==> src/rtl/lives_manager.sv <==
// Player life bookkeeping: hit/pickup handling, post-hit invulnerability window
// with sprite blinking, and an absorbing game-over state.
module lives_manager #(
    parameter int INIT_LIVES    = 3,
    parameter int MAX_LIVES     = 5,
    parameter int INVULN_FRAMES = 60,
    parameter int BLINK_FRAMES  = 4
) (
    input  logic       clk,
    input  logic       reset,
    input  logic       startOfFrame,
    input  logic       playerHit,
    input  logic       lifePickup,
    output logic [2:0] lives,
    output logic       gameOver,
    output logic       invulnerable,
    output logic       playerVisible
);

    typedef enum logic [1:0] {S_ALIVE, S_INVULN, S_DEAD} state_e;

    localparam logic [2:0] INIT_L = 3'(INIT_LIVES);
    localparam logic [2:0] MAX_L  = 3'(MAX_LIVES);
    localparam logic [7:0] INV_F  = 8'(INVULN_FRAMES);
    localparam logic [3:0] BLK_F  = 4'(BLINK_FRAMES);

    state_e     state_q, state_d;
    logic [2:0] lives_q, lives_d;
    logic [7:0] frame_q, frame_d;
    logic [3:0] blink_q, blink_d;
    logic       go_q, go_d;
    logic       inv_q, inv_d;
    logic       vis_q, vis_d;

    always_ff @(posedge clk) begin
        if (reset) begin
            state_q <= S_ALIVE;
            lives_q <= INIT_L;
            frame_q <= '0;
            blink_q <= '0;
            go_q    <= 1'b0;
            inv_q   <= 1'b0;
            vis_q   <= 1'b1;
        end else begin
            state_q <= state_d;
            lives_q <= lives_d;
            frame_q <= frame_d;
            blink_q <= blink_d;
            go_q    <= go_d;
            inv_q   <= inv_d;
            vis_q   <= vis_d;
        end
    end

    always_comb begin
        state_d = state_q;
        lives_d = lives_q;
        frame_d = frame_q;
        blink_d = blink_q;
        go_d    = go_q;
        inv_d   = inv_q;
        vis_d   = vis_q;
        unique case (state_q)
            S_ALIVE: begin
                if (playerHit) begin
                    // A pickup in the same cycle cancels the hit's life cost but
                    // still grants the invulnerability window.
                    if (lifePickup || lives_q > 3'd1) begin
                        if (!lifePickup) lives_d = lives_q - 3'd1;
                        state_d = S_INVULN;
                        inv_d   = 1'b1;
                        vis_d   = 1'b0;
                        frame_d = INV_F;
                        blink_d = BLK_F;
                    end else begin
                        state_d = S_DEAD;
                        lives_d = '0;
                        go_d    = 1'b1;
                        vis_d   = 1'b0;
                    end
                end else if (lifePickup && lives_q < MAX_L) begin
                    lives_d = lives_q + 3'd1;
                end
            end
            S_INVULN: begin
                if (lifePickup && lives_q < MAX_L) lives_d = lives_q + 3'd1;
                if (startOfFrame) begin
                    if (frame_q == 8'd1) begin
                        state_d = S_ALIVE;
                        inv_d   = 1'b0;
                        vis_d   = 1'b1;
                        frame_d = '0;
                        blink_d = '0;
                    end else begin
                        frame_d = frame_q - 8'd1;
                        if (blink_q == 4'd1) begin
                            vis_d   = ~vis_q;
                            blink_d = BLK_F;
                        end else begin
                            blink_d = blink_q - 4'd1;
                        end
                    end
                end
            end
            S_DEAD: ;
            default: state_d = S_ALIVE;
        endcase
    end

    assign lives         = lives_q;
    assign gameOver      = go_q;
    assign invulnerable  = inv_q;
    assign playerVisible = vis_q;

endmodule

==> config.mk <==
export PLATFORM = sky130hd
export DESIGN_NAME = lives_manager
export DESIGN_NICKNAME = d
export VERILOG_FILES = /design/src/rtl/lives_manager.sv
export SDC_FILE = /design/constraint.sdc
export NUM_CORES = 1
export LEC_CHECK = 0
export CORE_MARGIN = 1.5
export CORE_UTILIZATION = 35
export DETAILED_ROUTE_END_ITERATION = 7
export HOLD_SLACK_MARGIN = 0.06
export PLACE_DENSITY = 0.56
export SLEW_MARGIN = 25
export SYNTH_ARGS = -nofsm -noshare
export SYNTH_HDL_FRONTEND = slang
export SYNTH_SLANG_ARGS = --single-unit
==> constraint.sdc <==
create_clock -name clk -period 2.78 [get_ports clk]
set_input_delay 0.556 -clock clk [delete_from_list [all_inputs] [get_ports clk]]
set_output_delay 0.556 -clock clk [all_outputs]
set_load 0.005 [all_outputs]
==> flow_summary.ini, run 1 <==
[outcome]
outcome = completed

[placed_design]
place.gp.congestion = 0.778
numPortBuffers = 10
place_worst_setup_slack_ns = 0.522
hpwl_after_detailed_placement_mm = 2.07

[cells_and_area]
filler_cell_count = 354
multiInputGateArea_sq_um = 771
layout.cells.most_common = sky130_fd_sc_hd__dfxtp_1
area.sequential_sq_um = 400
num-nets-final = 164
most-common-layout-cells = sky130_fd_sc_hd__dfxtp_1, sky130_fd_sc_hd__a21oi_1, sky130_fd_sc_hd__nand2_1, sky130_fd_sc_hd__clkdlybuf4s50_1
final_core_util_pct = 41.5
final_layout_size_suffix_gt1_share_pct = 12.5
syn2layout_area_growth_pct = 12.1
ant_diodes = 0

[cts]
cts_resized = 0
insertion_delay_of_the_later_clocked_pin_in_the_worst_skew_pair_ns = 0.30
tritoncts_clock_tree = built
root_buffer = sky130_fd_sc_hd__clkbuf_4
number_of_buffers_inserted_during_clock_tree_synthesis = 3
clk_transition_reported_paths_ns = 0.12
tritoncts_num_sinks = 20
htree_levels = 1
cts_hold_buf = 0
cts_setup_buffers = 0
clock_path_buffers = 2

[timing]
finalCriticalPeriod_ns = 1.96
slew_viol_final = 0
timing.fmax_mhz = 511
timing.max_slew.rel_slack_pct = 73.2
setup_total_negative_slack_ns = 0
setup_violations = 0
fin_worst_hold_slack_ns = 0.487
measured_slew_at_the_worst_slew_check_pin_ns = 0.401
min_period_over_period_pct = 70.4
rsz0062_at_grt = no
clock-skew-final_ns = 0.00110
final.setup.worst_slack_ns = 0.823
hold_viol = 0

[power_and_ir_drop]
power.sequential.fraction_pct = 47.3
intPower_w = 0.000517
pwr-share-comb_pct = 30.6
worst_vdd_drop_mv = 0.362
p_sw_share_pct = 33.8
power_per_cell_area_nw_per_um2 = 555
totalPowerFinal_w = 0.000780
clock_power_share_pct = 22.1
power_switching_w = 0.000263
power.leakage_nw = 0.535

[logic_synthesis]
ys_types = 50
yosys.area_share.xor_xnor_pct = 0
main_synth_ff_type = sky130_fd_sc_hd__dfxtp_1
syn_inst = 145
syn_nets = 156
synth_adder_area_share_pct = 5.98
synth-edff-count = 0
synthArstFlopShare_pct = 0
post_synth.cell_area_avg_sq_um = 8.65
yosys-mux-area-fraction_pct = 0
yosysSeqAreaShare_pct = 31.9
synth_compound_area_share_pct = 26.0
synthSimpleGateAreaFrac_pct = 29.4
number_of_synthesized_register_bits = 20
synth_top_family_by_area = simple AND/OR/NAND/NOR gates
yosys_warnings = 0
post_synth_design_cell_area_sq_um = 1250

[global_routing]
grt_first_pass_wirelength_mm = 4.91
number_of_global_route_vias_before_repair = 1086
grt_max_degree = 18
overflow = 0
grt_overall_usage_pct = 15.4
grt_antenna_before_repair = 0

[route]
drt_first_iter_violations = 25
viasPerCell = 5.62
route.detailed.drc = 0
route.antenna.remaining_nets = 0
route.final.wire_length_mm = 2.81
drt_pass1_iterations = 4
via_count = 1112
post_drt_wl_per_cell_um = 14.2

[die]
core-area_sq_um = 3390
floorplan.initialDensity_pct = 37.0
chipWidth_um = 62.9
fp.dieH_um = 62.9
boundaryPins = 11
fp-row-count = 21
die_area_sq_um = 3950

[critical_path]
timing.critical_path.to_type = register
crit_path_start_kind = input port
critPathKind = input port to register
wp_data_arrival_ns = 2.16
required_time_of_the_worst_setup_path_ns = 2.99
r2r_setup_slack_ns = 1.01
worst-path-max-fanout = 9

[job]
drv_cap = 0

[worst_hold_path]
worst_hold_path_type = register to register
==> synthesized netlist by cell type, types with 3 or more instances <==
cell | count | area, sq um
sky130_fd_sc_hd__nor2_1 | 9 | 33.8
sky130_fd_sc_hd__nand2_1 | 13 | 48.8
sky130_fd_sc_hd__nand2b_1 | 3 | 18.8
sky130_fd_sc_hd__ha_1 | 6 | 75.1
sky130_fd_sc_hd__dfxtp_1 | 20 | 400
sky130_fd_sc_hd__o21ai_1 | 4 | 20.0
sky130_fd_sc_hd__a21oi_1 | 19 | 95.1
sky130_fd_sc_hd__o21ai_0 | 3 | 15.0
sky130_fd_sc_hd__inv_1 | 9 | 33.8
sky130_fd_sc_hd__nor3_1 | 5 | 25.0
==> layer usage <==
metal | wire, um | track usage (%)
met1 | 1330 | 20.7
met2 | 1360 | 24.7
met3 | 81 | 2.52
met4 | 39 | 5.56
met5 | 0 | 0
==> flip-flops by register name (all words and copies together), names as in the netlist <==
signal and cells:
playerVisible 1, gameOver 1, state_q 2, frame_q 8
invulnerable 1, lives 3, blink_q 4
==> cell families (layout without fill, tap and decap cells) <==
logic type,Yosys count,after routing
AO/OA/AOI/OAI,48,48
adder cells (fa/ha/maj),6,6
buffers and inverters,17,24
flip-flops,20,20
AND/OR/NAND/NOR,54,54
==> metrics by stage <==
step,std cells,area (sq um)
after floorplan,145,1250
after global placement,194,1370
after detailed placement,194,1370
after CTS,198,1410
after global routing,198,1410
final,198,1410
==> power by group through the flow <==
stage | Combinational (W) | Sequential [W] | Clock, W
2_1_floorplan | 0.000185 | 0.000361 | 0
3_3_place_gp | 0.000235 | 0.000373 | 0
3_5_place_dp | 0.000238 | 0.000375 | 0
4_1_cts | 0.000239 | 0.000369 | 0.000179
5_1_grt | 0.000270 | 0.000375 | 0.000189
6_report | 0.000239 | 0.000369 | 0.000173
==> area by class of cell <==
class | instances | share of cell area, %
Inverter | 9 | 2.40
Sequential cell | 20 | 28.5
Tap cell | 46 | 4.09
Clock buffer | 4 | 2.58
Multi-Input combinational cell | 108 | 54.8
Timing Repair Buffer | 11 | 7.65
==> worst paths after layout <==
path,startpoint,to,cells past startpoint
max,lifePickup,frame_q[2],5
min,gameOver,gameOver,2
max reg2reg,state_q[1],lives[1],4
min reg2reg,gameOver,gameOver,2
==> worst max-delay path, cell delays in order <==
cell                              delay [ns]
sky130_fd_sc_hd__clkdlybuf4s50_1        0.54
sky130_fd_sc_hd__nor3_4                 0.30
sky130_fd_sc_hd__a221o_1                0.44
sky130_fd_sc_hd__nor2_1                 0.09
sky130_fd_sc_hd__o221a_1                0.23
(Power assumes the default switching activity.)
==> run 2, diff against run 1 <==
- clock period: 2.78 -> 1.95 ns (I/O delays scaled with it)
==> flow_summary.ini, run 2 (synthesis gave the netlist of run 1 again) <==
[outcome]
outcome = completed

[cts]
clock_path_buffers = 2
insertion_delay_of_the_later_clocked_pin_in_the_worst_skew_pair_ns = 0.30
tritoncts_num_sinks = 20
cts_setup_buffers = 0
root_buffer = sky130_fd_sc_hd__clkbuf_4
number_of_buffers_inserted_during_clock_tree_synthesis = 3
cts_hold_buf = 0
clk_transition_reported_paths_ns = 0.11
tritoncts_clock_tree = built
htree_levels = 1
cts_resized = 0

[critical_path]
slowest_cell_on_crit_path = sky130_fd_sc_hd__clkdlybuf4s50_1
r2r_setup_slack_ns = 0.25
critPathKind = register to primary output
crit_path_start_kind = register
worst_path_dominant_cell_family = buffers and inverters
worstPathCellList = clkdlybuf4s50_1
wp_data_arrival_ns = 1.36
worstReg2RegStart = frame_q[1]
critical_path.max_stage_delay_ns = 0.56
timing.critical_path.to_type = primary output
required_time_of_the_worst_setup_path_ns = 1.56
worst_path_buf_inv = 1
register_to_register_path_depth = 6
worst_path_depth = 1
worst-path-max-fanout = 7
critical_path.reg2reg.endpoint = playerVisible

[cells_and_area]
syn2layout_area_growth_pct = 18.6
finish.cell_count_without_fillers = 209
regMostFlops = frame_q
num-nets-final = 175
filler_cell_count = 349
most-common-layout-cells = sky130_fd_sc_hd__dfxtp_1, sky130_fd_sc_hd__a21oi_1, sky130_fd_sc_hd__nand2_1, sky130_fd_sc_hd__buf_4, sky130_fd_sc_hd__clkdlybuf4s50_1
layout.cells.most_common = sky130_fd_sc_hd__dfxtp_1
ant_diodes = 0
final_layout_size_suffix_gt1_share_pct = 18.4
number_of_flip_flops_in_the_largest_register = 8
final_core_util_pct = 43.9

[worst_hold_path]
holdCritStartpoint = gameOver
hold_end = gameOver
worst_hold_path_type = register to register
timing.hold.worst_path_depth = 2

[placed_design]
hpwl_after_detailed_placement_mm = 2.10
numPortBuffers = 10
place.gp.congestion = 0.731
placed_instance_count = 205

[route]
drt_pass1_iterations = 4
drt_first_iter_violations = 41
route.detailed.drc = 0
route.antenna.remaining_nets = 0
via_count = 1140
post_drt_wl_per_cell_um = 13.8
viasPerCell = 5.45
route.final.wire_length_mm = 2.88

[power_and_ir_drop]
power.leakage_nw = 0.588
power_per_cell_area_nw_per_um2 = 769
worst_vdd_drop_mv = 0.400

[job]
drv_cap = 0

[global_routing]
grt_overall_usage_pct = 15.5
number_of_global_route_vias_before_repair = 1104
grt_antenna_before_repair = 0
grt_max_degree = 18
grt_first_pass_wirelength_mm = 5.02
overflow = 0

[die]
chipWidth_um = 62.9
fp-row-count = 21
die_area_sq_um = 3950
boundaryPins = 11
floorplan.initialDensity_pct = 37.0
fp.dieH_um = 62.9
core-area_sq_um = 3390

[timing]
min_period_over_period_pct = 89.8
timing.max_slew.rel_slack_pct = 74.6
rsz0062_at_grt = no
fin_worst_hold_slack_ns = 0.483
slew_viol_final = 0
hold_viol = 0
timing.fmax_mhz = 571
setup_violations = 0
measured_slew_at_the_worst_slew_check_pin_ns = 0.380
clock-skew-final_ns = 0.00476
finalCriticalPeriod_ns = 1.75
run 2: changes by cell type in the layout (fill, tap and decap cells not counted), sizes merged:
cell and change:
buf +11
run 2: cell type report:
| cell class | count | area [sq um] | area share [%] |
|---|---|---|---|
| clock buffers | 4 | 36.3 | 2.44 |
| inverters | 9 | 33.8 | 2.27 |
| multi-input cells | 108 | 771 | 51.8 |
| flip-flops and latches | 20 | 400 | 26.9 |
| well taps | 46 | 57.6 | 3.87 |
| repair buffers | 22 | 190 | 12.8 |
run 2: report_power, final:
part	leakage, nW	internal (W)	total [W]	switching, W
logic	0.402	0.000193	0.000375	0.000182
clock network	0.0210	0.000114	0.000246	0.000132
registers	0.165	0.000454	0.000524	0.0000702
total	0.588	0.000761	0.00114	0.000384
run 2: metal layers:
| layer | up-vias | wire length, um | track usage [%] | share of wire, % |
|---|---|---|---|---|
| li1 | 574 | - | - | - |
| met2 | 16 | 1320 | 24.7 | 46 |
| met3 | 2 | 106 | 3.24 | 3.7 |
| met5 | - | 0 | 0 | 0 |
| met4 | 0 | 19 | 3.33 | 0.66 |
| met1 | 548 | 1430 | 21.4 | 50 |
run 2: worst max path at each step:
| stage | startpoint | end | slack (ns) |
|---|---|---|---|
| 2_1_floorplan | frame_q[1] | frame_q[7] | 0.43 |
| 3_3_place_gp | lifePickup | frame_q[2] | -0.02 |
| 3_5_place_dp | lifePickup | frame_q[2] | -0.06 |
| 4_1_cts | lives[1] | lives[1] | 0.19 |
| 5_1_grt | lives[1] | lives[1] | 0.14 |
| 6_report | lives[1] | lives[1] | 0.20 |
run 2: metrics by stage:
step | setup slack (ns) | area, sq um | power, W | TNS (ns)
after global routing | 0.137 | 1490 | 0.00123 | 0
final | 0.199 | 1490 | 0.00114 | 0
after floorplan | 0.429 | 1250 | 0.000779 | 0
after global placement | -0.0186 | 1450 | 0.000896 | -0.0286
after detailed placement | -0.0646 | 1450 | 0.000904 | -0.205
after CTS | 0.187 | 1490 | 0.00115 | 0
==> run 3, diff against run 2 <==
- CORE_MARGIN: 1.5 -> 2
- SLEW_MARGIN: 25 -> not set
==> flow_summary.ini, run 3 (synthesis gave the netlist of run 1 again) <==
[route]
drt_pass1_iterations = 4
route.antenna.remaining_nets = 0
post_drt_wl_per_cell_um = 14.0
top_metal_used = met4
met3WireLength_um = 98
route.detailed.drc = 0
via_count = 1171
drt_first_iter_violations = 46
routedLengthMet1_mm = 1.42
met2_wirelength_mm = 1.36
route.final.wire_length_mm = 2.92
viasPerCell = 5.60

[cts]
tritoncts_num_sinks = 20
htree_levels = 1
clock_path_buffers = 2
tritoncts_clock_tree = built
cts_hold_buf = 0
insertion_delay_of_the_later_clocked_pin_in_the_worst_skew_pair_ns = 0.30
number_of_buffers_inserted_during_clock_tree_synthesis = 3
clk_transition_reported_paths_ns = 0.12
cts_resized = 0
root_buffer = sky130_fd_sc_hd__clkbuf_4
cts_setup_buffers = 0

[global_routing]
grt_max_degree = 18
number_of_global_route_vias_before_repair = 1151
overflow = 0
grt_first_pass_wirelength_mm = 5.11
grt_overall_usage_pct = 15.6
grt_antenna_before_repair = 0

[power_and_ir_drop]
intPower_w = 0.000761
power_switching_w = 0.000384
power.sequential.fraction_pct = 46.1
p_sw_share_pct = 33.5
power_per_cell_area_nw_per_um2 = 769
worst_vdd_drop_mv = 0.277
pwr-share-comb_pct = 32.4
power.leakage_nw = 0.587
clock_power_share_pct = 21.5

[critical_path]
wp_data_arrival_ns = 1.35
worst_path_buf_inv = 1
crit_path_start_kind = register
critPathKind = register to primary output
slowest_cell_on_crit_path = sky130_fd_sc_hd__clkdlybuf4s50_1
worst_path_dominant_cell_family = buffers and inverters
timing.critical_path.to_type = primary output
critical_path.max_stage_delay_ns = 0.56
required_time_of_the_worst_setup_path_ns = 1.56
worstPathCellList = clkdlybuf4s50_1
worst-path-max-fanout = 7

[timing]
rsz0062_at_grt = no
setup_total_negative_slack_ns = 0
setup_violations = 0
slew_viol_final = 0
hold_viol = 0
finalCriticalPeriod_ns = 1.74
timing.max_slew.rel_slack_pct = 73.7
timing.fmax_mhz = 573
min_period_over_period_pct = 89.5
clock-skew-final_ns = 0.00154
measured_slew_at_the_worst_slew_check_pin_ns = 0.395

[die]
boundaryPins = 11
fp-row-count = 21
fp.dieH_um = 63.9
chipWidth_um = 63.9
floorplan.initialDensity_pct = 37.0
die_area_sq_um = 4080
core-area_sq_um = 3390

[cells_and_area]
regMostFlops = frame_q
num-nets-final = 175
syn2layout_area_growth_pct = 18.6
most-common-layout-cells = sky130_fd_sc_hd__dfxtp_1, sky130_fd_sc_hd__a21oi_1, sky130_fd_sc_hd__nand2_1, sky130_fd_sc_hd__buf_4, sky130_fd_sc_hd__clkdlybuf4s50_1
filler_cell_count = 338
number_of_flip_flops_in_the_largest_register = 8
layout.cells.most_common = sky130_fd_sc_hd__dfxtp_1
postLayoutCellArea_sq_um = 1490
ant_diodes = 0
final_layout_size_suffix_gt1_share_pct = 18.4

[worst_hold_path]
worst_hold_path_type = register to register

[placed_design]
hpwl_after_detailed_placement_mm = 2.17
numPortBuffers = 10
place.gp.congestion = 0.770
post_dp_cell_area_sq_um = 1450

[outcome]
outcome = completed

[job]
drv_cap = 0
==> run 3: cell counts in the layout (fill, tap and decap cells not counted) <==
No cell type changed its count.
==> run 3: metal layers <==
layer / vias to the layer above / GRT usage (%)
met2: 28 / 25.0
met3: 4 / 1.58
met1: 565 / 21.1
li1: 574 / -
met5: - / 0
met4: 0 / 6.79
==> run 3: power groups by stage <==
stage               Clock, W  Combinational, W  Sequential (W)
detailed placement         0          0.000370        0.000536
finish              0.000246          0.000371        0.000528
floorplan                  0          0.000264        0.000515
global route        0.000277          0.000413        0.000538
CTS                 0.000260          0.000372        0.000528
global placement           0          0.000366        0.000534
==> run 3: stage by stage <==
step | hold WS, ns | setup slack, ns | cells | total power [W] | util, %
after global routing | 0.522 | 0.139 | 209 | 0.00123 | 43.9
after global placement | 0.450 | 0.00728 | 205 | 0.000900 | 42.9
after detailed placement | 0.472 | -0.0175 | 205 | 0.000906 | 42.9
after CTS | 0.496 | 0.182 | 209 | 0.00116 | 43.9
final | 0.488 | 0.205 | 209 | 0.00115 | 43.9
after floorplan | 0.455 | 0.429 | 145 | 0.000779 | -
==> run 3: final timing paths <==
check | startpoint | slack, ns | depth (start not counted) | to
setup / recovery | lives[1] | 0.21 | 1 | lives[1]
hold / removal | invulnerable | 0.49 | 2 | invulnerable
setup reg to reg | frame_q[0] | 0.26 | 5 | playerVisible
hold reg to reg | invulnerable | 0.49 | 2 | invulnerable
==> run 3: worst register-to-register path: cells and delay by family, from the launching register on <==
| kind | cells | cell delay, ns |
|---|---|---|
| and+or+nand+nor | 2 | 0.56 |
| adders and majority gates | 1 | 0.20 |
| AOI/OAI and AO/OA | 2 | 0.39 |
| DFF | 1 | 0.45 |
==> run 3: final cells by class <==
type	count	area, sq um	area share, %
clock buffer	4	36.3	2.44
inverter	9	33.8	2.27
multi-input combinational	108	771	51.8
sequential	20	400	26.9
tap	46	57.6	3.87
timing repair buffer	22	190	12.8
